**src/rtl/ca_cmd_assembler.sv**
```systemverilog
// ca_cmd_assembler
//   Samples the host DCA bus and chip selects once per UI, assembles 1-UI or
//   2-UI DDR5 commands into a single CA word tagged with its rank, drops
//   commands with DPAR errors, and queues accepted words in a
//   first-word-fall-through FIFO toward the CA distributor.
//
// Ports
//   clk, rst_n         core clock (one UI per cycle), async active-low reset
//   enable             block enable; low aborts any partial command
//   par_check_en       enables DPAR checking
//   clear_stats        synchronous clear of counters and overflow flag
//   dcs_n, dca, dpar   host chip selects (active-low), CA bits, parity
//   ca_out, ca_rank_out, ca_valid_out, ca_ready_in   FIFO head, valid/ready
//   fifo_level         occupied FIFO entries
//   cmd_count          accepted commands (saturating)
//   par_err_count      parity-dropped commands (saturating)
//   par_err_pulse      one-cycle strobe after a parity drop
//   overflow_sticky    a command was dropped on a full FIFO
module ca_cmd_assembler #(
  parameter int DCA_WIDTH  = 7,
  parameter int CA_WIDTH   = 24,
  parameter int NUM_CS     = 2,
  parameter int RANK_BITS  = 4,
  parameter int FIFO_DEPTH = 4,
  localparam int LVL_W     = $clog2(FIFO_DEPTH + 1),
  localparam int PTR_W     = $clog2(FIFO_DEPTH)
) (
  input  logic                 clk,
  input  logic                 rst_n,
  input  logic                 enable,
  input  logic                 par_check_en,
  input  logic                 clear_stats,
  input  logic [NUM_CS-1:0]    dcs_n,
  input  logic [DCA_WIDTH-1:0] dca,
  input  logic                 dpar,
  output logic [CA_WIDTH-1:0]  ca_out,
  output logic [RANK_BITS-1:0] ca_rank_out,
  output logic                 ca_valid_out,
  input  logic                 ca_ready_in,
  output logic [LVL_W-1:0]     fifo_level,
  output logic [15:0]          cmd_count,
  output logic [15:0]          par_err_count,
  output logic                 par_err_pulse,
  output logic                 overflow_sticky
);

  typedef enum logic {IDLE, UI1} state_t;

  state_t state_q, state_d;

  // UI0 context held across the UI0 -> UI1 boundary
  logic [DCA_WIDTH-1:0] ui0_p0;
  logic [RANK_BITS-1:0] rank_p0;
  logic                 bad_p0;

  logic [CA_WIDTH-1:0]  mem_data [FIFO_DEPTH];
  logic [RANK_BITS-1:0] mem_rank [FIFO_DEPTH];
  logic [PTR_W-1:0]     wr_ptr, rd_ptr;
  logic [LVL_W-1:0]     count;

  logic                 bad_now;
  logic [RANK_BITS-1:0] rank_now;
  logic                 latch_ui0;
  logic                 done;
  logic                 done_bad;
  logic [CA_WIDTH-1:0]  word;
  logic [RANK_BITS-1:0] word_rank;
  logic                 full, pop, push, ovf;

  function automatic logic [15:0] sat_inc(input logic [15:0] v);
    return (v == 16'hFFFF) ? v : v + 16'd1;
  endfunction

  assign bad_now = par_check_en && (^{dca, dpar});

  // Lowest-numbered asserted chip select wins
  always_comb begin
    rank_now = '0;
    for (int i = NUM_CS - 1; i >= 0; i--) begin
      if (!dcs_n[i]) rank_now = RANK_BITS'(i);
    end
  end

  always_ff @(posedge clk or negedge rst_n) begin
    if (!rst_n) state_q <= IDLE;
    else        state_q <= state_d;
  end

  always_comb begin
    state_d   = state_q;
    latch_ui0 = 1'b0;
    done      = 1'b0;
    done_bad  = 1'b0;
    word      = '0;
    word_rank = rank_now;
    if (!enable) begin
      // Partial 2-UI command is abandoned without any bookkeeping
      state_d = IDLE;
    end else begin
      case (state_q)
        IDLE: begin
          if (!(&dcs_n)) begin
            if (dca[2:0] == 3'b111) begin
              done                  = 1'b1;
              done_bad              = bad_now;
              word[DCA_WIDTH-1:0]   = dca;
            end else begin
              latch_ui0 = 1'b1;
              state_d   = UI1;
            end
          end
        end
        UI1: begin
          done                                = 1'b1;
          done_bad                            = bad_p0 | bad_now;
          word[DCA_WIDTH-1:0]                 = ui0_p0;
          word[2*DCA_WIDTH-1:DCA_WIDTH]       = dca;
          word[2*DCA_WIDTH]                   = 1'b1;
          word_rank                           = rank_p0;
          state_d                             = IDLE;
        end
        default: state_d = IDLE;
      endcase
    end
  end

  always_ff @(posedge clk) begin
    if (latch_ui0) begin
      ui0_p0  <= dca;
      rank_p0 <= rank_now;
      bad_p0  <= bad_now;
    end
  end

  // FIFO: a push into a full FIFO is legal only when the head leaves this cycle
  assign full = (count == LVL_W'(FIFO_DEPTH));
  assign pop  = ca_valid_out && ca_ready_in;
  assign push = done && !done_bad && (!full || pop);
  assign ovf  = done && !done_bad && full && !pop;

  always_ff @(posedge clk) begin
    if (push) begin
      mem_data[wr_ptr] <= word;
      mem_rank[wr_ptr] <= word_rank;
    end
  end

  always_ff @(posedge clk or negedge rst_n) begin
    if (!rst_n) begin
      wr_ptr <= '0;
      rd_ptr <= '0;
      count  <= '0;
    end else begin
      if (push) wr_ptr <= wr_ptr + PTR_W'(1);
      if (pop)  rd_ptr <= rd_ptr + PTR_W'(1);
      if (push && !pop)      count <= count + LVL_W'(1);
      else if (pop && !push) count <= count - LVL_W'(1);
    end
  end

  assign ca_valid_out = (count != '0);
  assign fifo_level   = count;
  assign ca_out       = ca_valid_out ? mem_data[rd_ptr] : '0;
  assign ca_rank_out  = ca_valid_out ? mem_rank[rd_ptr] : '0;

  // Statistics: clear_stats takes priority over any same-cycle increment
  always_ff @(posedge clk or negedge rst_n) begin
    if (!rst_n) begin
      cmd_count       <= '0;
      par_err_count   <= '0;
      par_err_pulse   <= 1'b0;
      overflow_sticky <= 1'b0;
    end else begin
      par_err_pulse <= done && done_bad;
      if (clear_stats) begin
        cmd_count       <= '0;
        par_err_count   <= '0;
        overflow_sticky <= 1'b0;
      end else begin
        if (push)             cmd_count       <= sat_inc(cmd_count);
        if (done && done_bad) par_err_count   <= sat_inc(par_err_count);
        if (ovf)              overflow_sticky <= 1'b1;
      end
    end
  end

endmodule

```
**config.mk**
```make
export PLATFORM = sky130hd
export DESIGN_NAME = ca_cmd_assembler
export DESIGN_NICKNAME = d
export VERILOG_FILES = /design/src/rtl/ca_cmd_assembler.sv
export SDC_FILE = /design/constraint.sdc
export NUM_CORES = 1
export LEC_CHECK = 0
export ABC_AREA = 0
export BUFFER_PORTS_ARGS = -buffer_cell sky130_fd_sc_hd__buf_2
export CAP_MARGIN = 20
export CORE_ASPECT_RATIO = 1.75
export CORE_MARGIN = 3
export CORE_UTILIZATION = 57
export CTS_CLUSTER_DIAMETER = 120
export CTS_CLUSTER_SIZE = 10
export DETAILED_ROUTE_END_ITERATION = 8
export PLACE_DENSITY_LB_ADDON = 0.12
export SLEW_MARGIN = 20
export SYNTH_ARGS = -nofsm -noshare
export SYNTH_HDL_FRONTEND = slang
export SYNTH_SLANG_ARGS = --single-unit
```
**constraint.sdc**
```tcl
create_clock -name clk -period 3.4 [get_ports clk]
set_input_delay 0.68 -clock clk [delete_from_list [all_inputs] [get_ports clk]]
set_output_delay 0.68 -clock clk [all_outputs]
set_load 0.01 [all_outputs]
```
* Yosys cells after proc, flatten, opt, wreduce, memory -nomap -nowiden
Memory sizes are Yosys's and may differ from the RTL's. Index checks and enable logic that the tools add are counted.
Word-level totals: register bits 54, bits in writable memories 76, memories 2
Cells by class: add/subtract/negate cells 6, eq/ne operators 6, mux-type cells 37, bitwise logic cells 2, reductions and logical operators 23
Memory list:
- mem_data | depth 4, width 15, read ports 1, clocked after Yosys merged registers in 0, write ports 1, line 56 | logic [CA_WIDTH-1:0] mem_data [FIFO_DEPTH];
- mem_rank | depth 4, width 4, read ports 1, clocked after Yosys merged registers in 0, write ports 1, line 57 | logic [RANK_BITS-1:0] mem_rank [FIFO_DEPTH];
Operators by type and width (number):
- $mux 16 | 6
- $add 16x1->16 const B | 2
- $eq 16x16->1 const B | 2
- $mux 24 | 1
- $mux 1 | 17
- $mux 15 | 1
- $mux 7 | 2
- $pmux 7 s2 | 1
- $mux 4 | 3
- $logic_and 1x1->1 | 9
- $mux 8 | 1
- $reduce_bool 2->1 | 4
- $reduce_xor 8->1 | 1
- $eq 3x3->1 const B | 2
- $mux 3 | 2
- $pmux 1 s2 | 3
- $reduce_and 2->1 | 3
- $add 2x1->2 const B | 2
- $logic_not 1->1 | 4
- $ne 2x2->1 const B | 2
- $add 3x1->3 const B | 1
- $reduce_bool 3->1 | 1
- $sub 3x1->3 const B | 1
- $logic_or 1x1->1 | 1
- other kinds (2) | 2

* Depth between registers and ports, before layout
Gate-level depths: netlist of run 1.
word-level depth 13, depth in mapped cells 11

* Least setup slack after synthesis of run 1
Ideal clock, no wire load.
path kind in2reg, start point input ca_ready_in, end point register count[1], in the netlist fifo_level[1], setup time 0.125 ns, arrival time 2.667 ns, required time 3.275 ns, slack 0.608 ns, stages on the path 7, buffers on the path 0, cell sequence or4b_2 > a21boi_0 > and2_0 > ha_1 > inv_1 > fa_1 > mux2_2
Between the ends: cells in the longest elaborated chain, start to end 6, elaborated cells between the ends (all ways) 9, classes of those cells mux: 1; reduce/logical: 8
Ends and longest elaborated chain:
- start: declaration | line 39 | input logic ca_ready_in,
- $logic_and 1x1->1 (*) | line 137 | assign pop = ca_valid_out && ca_ready_in;
- $logic_or 1x1->1 (*) | line 138 | assign push = done && !done_bad && (!full || pop);
- $logic_and 1x1->1 (*) | line 138
- via push | line 68 | logic full, pop, push, ovf;
- $logic_not 1->1 | line 157 | else if (pop && !push) count <= count - LVL_W'(1);
- $logic_and 1x1->1 | line 157
- $reduce_bool 2->1 (no source line)
- end signal: assignment | line 156 | if (push && !pop) count <= count + LVL_W'(1);
- end signal: assignment | line 157
- end: declaration | line 59 | logic [LVL_W-1:0] count;
Mark *: on every way through the listed nets, which the timed path passes. The rest lies on a longest branch. A chain may end at the register's enable or synchronous reset.

* Worst setup path after layout of run 1
start point input enable, end point register count[2], in the netlist fifo_level[2]
Between the ends: cells in the longest elaborated chain, start to end 7, elaborated cells between the ends (all ways) 10, classes of those cells mux: 3; reduce/logical: 7
Ends and longest elaborated chain:
- start: declaration | line 30 | input logic enable,
- $mux 1 | line 96 | if (!enable) begin
- $logic_not 1->1 | line 138
- $logic_and 1x1->1 (*) (2 in series) | line 138
- via push | line 68
- $logic_not 1->1 | line 157
- $logic_and 1x1->1 | line 157
- $reduce_bool 2->1 (no source line)
Marks and branches as above.

==> impl_metrics.env, run 1 <==
export IMPL_drv_cap=0
export IMPL_synth_yosys_seq_area_share_pct=60.57
export IMPL_min_period_over_period_pct=80.53
export IMPL_avgRoutedWirePerCell_um=18.33
export IMPL_reg2regPathDepth=7
export IMPL_clock_path_buffers=2
export IMPL_coreArea_sq_um=9094
export IMPL_area_growth_pct=22.01
export IMPL_cts_tree="done"
export IMPL_row_count=46
export IMPL_dp_hpwl_um=7594
export IMPL_firstDrtPassIters=4
export IMPL_grt_ovfl_total=0
export IMPL_post_cts_buffers=0
export IMPL_cp_required_ns=3.72
export IMPL_end_kind="register"
export IMPL_nets=516
export IMPL_synth_warning_count=0
export IMPL_start_util_pct=58.87
export IMPL_drt_iter0_drc=215
export IMPL_htree_levels=4
export IMPL_leakage_nw=2.645
export IMPL_synth_cell_types=47
export IMPL_post_route_min_period_ns=2.738
export IMPL_drt_wl_total_um=11450
export IMPL_syn_area_per_cell_sq_um=13.06
export IMPL_setup_viol=0
export IMPL_fin_setup_tns_ns=0
export IMPL_fin_skew_ns=0.004693
export IMPL_cts_resized=0
export IMPL_die_x_um=79.26
export IMPL_reg2reg_slack_ns=0.68
export IMPL_whs_ns=0.4350
export IMPL_pin_count=82
export IMPL_grt_pass1_wl_um=18480
export IMPL_portBuffers=69
export IMPL_max_slew_margin_rel_pct=35.55
export IMPL_grt_max_degree=43
export IMPL_antenna_diode_count=0
export IMPL_ys_flop_type="edfxtp_1"
export IMPL_design_area_sq_um=6533
export IMPL_worstMarginPinSlew_ns=0.9667
export IMPL_fmax_mhz=365.2
export IMPL_synth_edf_count=73
export IMPL_crit_fanout=9
export IMPL_drive_gt1_share_pct=27.52
export IMPL_worst_skew_pair_late_latency_ns=0.40
export IMPL_chipHeight_um=134.2
export IMPL_numCtsBuffers=17
export IMPL_dpl_instance_area_sq_um=5824
export IMPL_cts_hold_buf=0
export IMPL_powerDensity_nw_per_um2=726.3
export IMPL_grt_antenna_before_repair=0
export IMPL_grt_util_all_layers_pct=22.96
export IMPL_clkTransAtPathRegs_ns=0.05
export IMPL_clkSinkCount=115
export IMPL_synthArstFlopShare_pct=36.52
export IMPL_grt_pass1_vias=3680
export IMPL_peakVddDrop_v=0.0004558
export IMPL_gp_congestion=0.8374
export IMPL_antenna_left=0
export IMPL_fin_total_pwr_mw=4.744
export IMPL_clockRootBuffer="clkbuf_16"
export IMPL_vias_per_cell=5.848
export IMPL_syn_area_sq_um=5354
export IMPL_synth_seq_cells=115
export IMPL_finalHoldViolCount=0
export IMPL_crit_arrival_ns=3.06
export IMPL_num_vias=3655
export IMPL_worstSetupPathType="input port to register"
export IMPL_hp_class="input port to async pin"
export IMPL_drc=0
export IMPL_dieArea_sq_um=10640
export IMPL_rsz0062_at_grt="no"
export IMPL_outcome="complete, no violations"
export IMPL_synthCells=410
export IMPL_start_kind="input port"
export IMPL_utilization_pct=71.84
export IMPL_drv_slew=0
-- cells in the mapped netlist (5+ instances only) --
cell type / instances / share of area (%)
nor2b_1: 5 / 0.58
edfxtp_1: 73 / 41
nand4_1: 7 / 0.82
buf_2: 5 / 0.47
a21oi_1: 32 / 3.0
or3_1: 9 / 1.1
nand2_1: 16 / 1.1
o21ai_0: 8 / 0.75
clkbuf_1: 12 / 0.84
mux2_2: 7 / 1.5
and2_1: 18 / 2.1
nand3_1: 17 / 1.6
xnor2_1: 12 / 2.0
o31ai_1: 11 / 1.5
buf_4: 13 / 1.8
mux4_2: 16 / 6.7
and3_1: 16 / 1.9
inv_1: 14 / 0.98
nor2_1: 18 / 1.3
or4_1: 13 / 1.8
dfrtp_1: 42 / 20
ha_1: 7 / 1.6
-- final cells by class --
class	count	area (sq um)
multi-input combinational	261	1928
clock buffer	22	484.2
clock inverter	10	224.0
inverter	14	52.55
sequential	115	3243
timing repair buffer	83	450.4
fill	659	2561
tap	120	150.1
-- layout by cell type, fill, tap and decap left out, types with 12 or more instances in the layout --
cell type | netlist | routed
edfxtp_1 | 73 | 73
buf_2 | 5 | 69
dfrtp_1 | 42 | 42
a21oi_1 | 32 | 32
nor2_1 | 18 | 18
and2_1 | 18 | 18
nand3_1 | 17 | 17
clkbuf_16 | 0 | 17
and3_1 | 16 | 16
mux4_2 | 16 | 16
nand2_1 | 16 | 16
inv_1 | 14 | 14
buf_4 | 13 | 14
or4_1 | 13 | 13
xnor2_1 | 12 | 12
conb_1 | 1 | 12
-- kinds of logic after synthesis --
kind of cell	count (synthesis)	share of synthesized area (%)
buf+inv	45	4.183
compound gates	72	8.600
flops	115	60.57
fa+ha+maj	8	2.010
other cells	1	0.07004
mux	23	8.203
xor+xnor	16	2.617
simple gates	130	13.74
-- layer usage --
layer	global-route usage (%)	vias up	part of all wire, %
met5	0	-	0
met4	6.692	0	1.4
met3	6.250	16	4.7
met2	41.32	96	56
met1	26.40	1847	37
li1	-	1696	-
-- sequential cells by signal, summed over array words and instances, names as in the netlist --
register         count
bad_p0               1
cmd_count           16
fifo_level           3
mem_data            60
mem_rank             4
overflow_sticky      1
par_err_count       16
par_err_pulse        1
rank_p0              1
rd_ptr               2
state_q              1
ui0_p0               7
wr_ptr               2
-- through the flow --
step / setup WS, ns / instances
floorplan: 0.6083 / 421
global placement: 0.3640 / 593
detailed placement: 0.2570 / 593
CTS: 0.6678 / 625
global route: 0.4502 / 625
finish: 0.6620 / 625
-- critical path: stages --
cell and delay [ns]:
buf_2 0.16, a21boi_0 0.46, a41oi_1 0.21, a21oi_1 0.19, and2_0 0.27, ha_1 0.23, inv_1 0.06, fa_1 0.37
xor2_1 0.15, nor2_1 0.11, xor2_1 0.16
-- worst paths after layout --
path / startpoint / to
max in group asynchronous: rst_n / par_err_count[5]$_DFFE_PN0P_
min in group clk: rd_ptr[0]$_DFFE_PN0P_ / rd_ptr[0]$_DFFE_PN0P_
setup / recovery: enable / fifo_level[2]$_DFFE_PN0P_
hold reg to reg: rd_ptr[0]$_DFFE_PN0P_ / rd_ptr[0]$_DFFE_PN0P_
hold / removal: rst_n / cmd_count[12]$_DFFE_PN0P_
setup reg to reg: fifo_level[0]$_DFFE_PN0P_ / fifo_level[1]$_DFFE_PN0P_
-- where the power goes --
part           internal, mW  switching [mW]
clock network          1.52           0.577
logic                 0.477           0.467
registers              1.60           0.103
total                  3.60            1.15
Note: power is estimated with default switching activity, not from simulation.
==> inputs of run 2 (changes only) <==
Settings changed: CORE_UTILIZATION 57 to 51.
Clock period 3.4 ns to 2.49 ns, I/O delays scaled along.
==> run 2 against run 1 <==
Hold slack worse by 0.34 ns. Core utilization decreased by 4.5 points. Sequential cell count did not move. Final cell count increased by 6.6%. Worst setup slack worse by 0.56 ns. Critical path depth down 4. Clock skew rose by 0.0024 ns. Sequential power increased by 33%. Die area rose by 11%. Routed wire length decreased by 0.93%. Design area is 3.4% higher. Via count is 1.4% higher.
==> impl_metrics.env, run 2 (synthesis results as in run 1) <==
export IMPL_cts_tree="done"
export IMPL_largest_register="mem_data"
export IMPL_fin_ws_ns=0.1042
export IMPL_area_growth_pct=26.20
export IMPL_largest_register_ffs=60
export IMPL_hp_class="input port to async pin"
export IMPL_vias_per_cell=5.566
export IMPL_die_x_um=83.45
export IMPL_reg2reg_slack_ns=0.10
export IMPL_drt_wl_total_um=11350
export IMPL_post_route_min_period_ns=2.386
export IMPL_numCtsBuffers=17
export IMPL_dpl_worst_slack_ns=-0.1827
export IMPL_clkSinkCount=115
export IMPL_crit_chain="or4b_2 -> a21boi_4 -> and2_4 -> ha_1 -> inv_1 -> fa_1 -> mux2_2"
export IMPL_row_count=48
export IMPL_fin_skew_ns=0.007113
export IMPL_grt_util_all_layers_pct=20.60
export IMPL_most_common_layout_cells="73 x edfxtp_1, 69 x buf_2, 45 x buf_4, 42 x dfrtp_1, 31 x a21oi_1"
export IMPL_cpPeakStageDelay_ns=0.66
export IMPL_reg_top3="mem_data: 60 flops, cmd_count: 16 flops, par_err_count: 16 flops"
export IMPL_cp_required_ns=2.77
export IMPL_grt_pass1_vias=3884
export IMPL_outcome="complete, no violations"
export IMPL_antenna_diode_count=0
export IMPL_start_kind="register"
export IMPL_peakVddDrop_v=0.0005348
export IMPL_end_kind="register"
export IMPL_post_cts_buffers=0
export IMPL_design_area_sq_um=6756
export IMPL_drc=0
export IMPL_grt_max_degree=26
export IMPL_setup_viol=0
export IMPL_leakage_nw=2.779
export IMPL_firstDrtPassIters=6
export IMPL_grt_antenna_before_repair=0
export IMPL_start_util_pct=53.38
export IMPL_clkTransAtPathRegs_ns=0.06
export IMPL_reg2reg_to="fifo_level[1]$_DFFE_PN0P_"
export IMPL_avgRoutedWirePerCell_um=17.04
export IMPL_fill_cells=776
export IMPL_fmax_mhz=419.1
export IMPL_worstMarginPinSlew_ns=0.7439
export IMPL_clockRootBuffer="clkbuf_16"
export IMPL_startpoint="fifo_level[0]$_DFFE_PN0P_"
export IMPL_pin_count=82
export IMPL_num_vias=3707
export IMPL_worst_skew_pair_late_latency_ns=0.40
export IMPL_nets=552
export IMPL_final_common_cell="edfxtp_1"
export IMPL_worstSetupPathType="register to register"
export IMPL_r2r_start="fifo_level[0]$_DFFE_PN0P_"
export IMPL_dieArea_sq_um=11810
export IMPL_rsz0062_at_grt="no"
export IMPL_drv_cap=0
export IMPL_finalHoldViolCount=0
export IMPL_gp_congestion=0.8392
export IMPL_dp_hpwl_um=8109
export IMPL_chipHeight_um=141.5
export IMPL_grt_ovfl_total=0
export IMPL_worst_path_max_delay_cell="or4b_2"
export IMPL_htree_levels=4
export IMPL_drt_iter0_drc=224
export IMPL_clock_path_buffers=2
export IMPL_dpl_instance_area_sq_um=6181
export IMPL_crit_arrival_ns=2.66
export IMPL_drv_slew=0
export IMPL_antenna_left=0
export IMPL_crit_fanout=2
export IMPL_min_period_over_period_pct=95.81
export IMPL_reg2regPathDepth=7
export IMPL_powerDensity_nw_per_um2=896.4
export IMPL_max_slew_margin_rel_pct=49.96
export IMPL_grt_pass1_wl_um=19160
export IMPL_drive_gt1_share_pct=33.09
export IMPL_portBuffers=69
export IMPL_coreArea_sq_um=10030
run 2: layout make-up:
type / instances / area, sq um / area share (%)
clock buffers: 18 / 429.2 / 6.352
clock inverters: 14 / 138.9 / 2.056
inverters: 14 / 52.55 / 0.7778
multi-input cells: 261 / 1953 / 28.91
flip-flops and latches: 115 / 3243 / 48.00
well taps: 125 / 156.4 / 2.315
repair buffers: 119 / 783.3 / 11.59
run 2: worst max path at each step:
stage,end,cells past startpoint,slack (ns)
4_1_cts,ca_out[10],4,0.08
3_5_place_dp,fifo_level[2]$_DFFE_PN0P_,13,-0.18
5_1_grt,fifo_level[1]$_DFFE_PN0P_,7,0.03
3_3_place_gp,fifo_level[1]$_DFFE_PN0P_,8,-0.16
6_report,fifo_level[1]$_DFFE_PN0P_,7,0.10
2_1_floorplan,fifo_level[1]$_DFFE_PN0P_,7,-0.04
run 2: power by group:
| part | internal [mW] | switching [mW] | leakage (nW) |
|---|---|---|---|
| combinational | 0.778 | 0.727 | 1.26 |
| sequential | 2.18 | 0.0752 | 1.24 |
| clock | 1.46 | 0.828 | 0.277 |
run 2: critical path: cells and delay by family, from the launching register on:
kind,cells,cell delay (ns)
simple gates,2,0.82
fa+ha+maj,2,0.58
mux,1,0.26
compound gates,1,0.17
buf+inv,1,0.07
flops,1,0.37
run 2: routing by layer:
layer	wire length, um	part of all wire (%)	up-vias	track usage [%]
met5	0	0	-	0
met4	109	0.96	0	6.017
met3	476	4.2	7	5.578
met2	6302	56	101	37.86
met1	4459	39	1832	23.38
li1	-	-	1767	-
run 2: repair_timing:
| item | CTS | global route |
|---|---|---|
| resized for setup | 0 | 1 |
| endpoints found under the setup margin | 0 | 1 |
| hold endpoints to repair | 0 | 0 |
| hold buffers | 0 | 0 |
run 2: through the flow:
stage | setup TNS (ns) | utilization, % | total power, mW | std cells | hold WS, ns
after floorplan | -0.03954 | - | 3.232 | 421 | 0.2024
after global placement | -0.6373 | 61.63 | 3.797 | 634 | 0.4653
after detailed placement | -1.062 | 61.63 | 3.835 | 634 | 0.4797
after CTS | 0 | 67.29 | 6.142 | 666 | 0.09864
after global routing | 0 | 67.37 | 6.376 | 666 | 0.1179
final | 0 | 67.37 | 6.056 | 666 | 0.09276
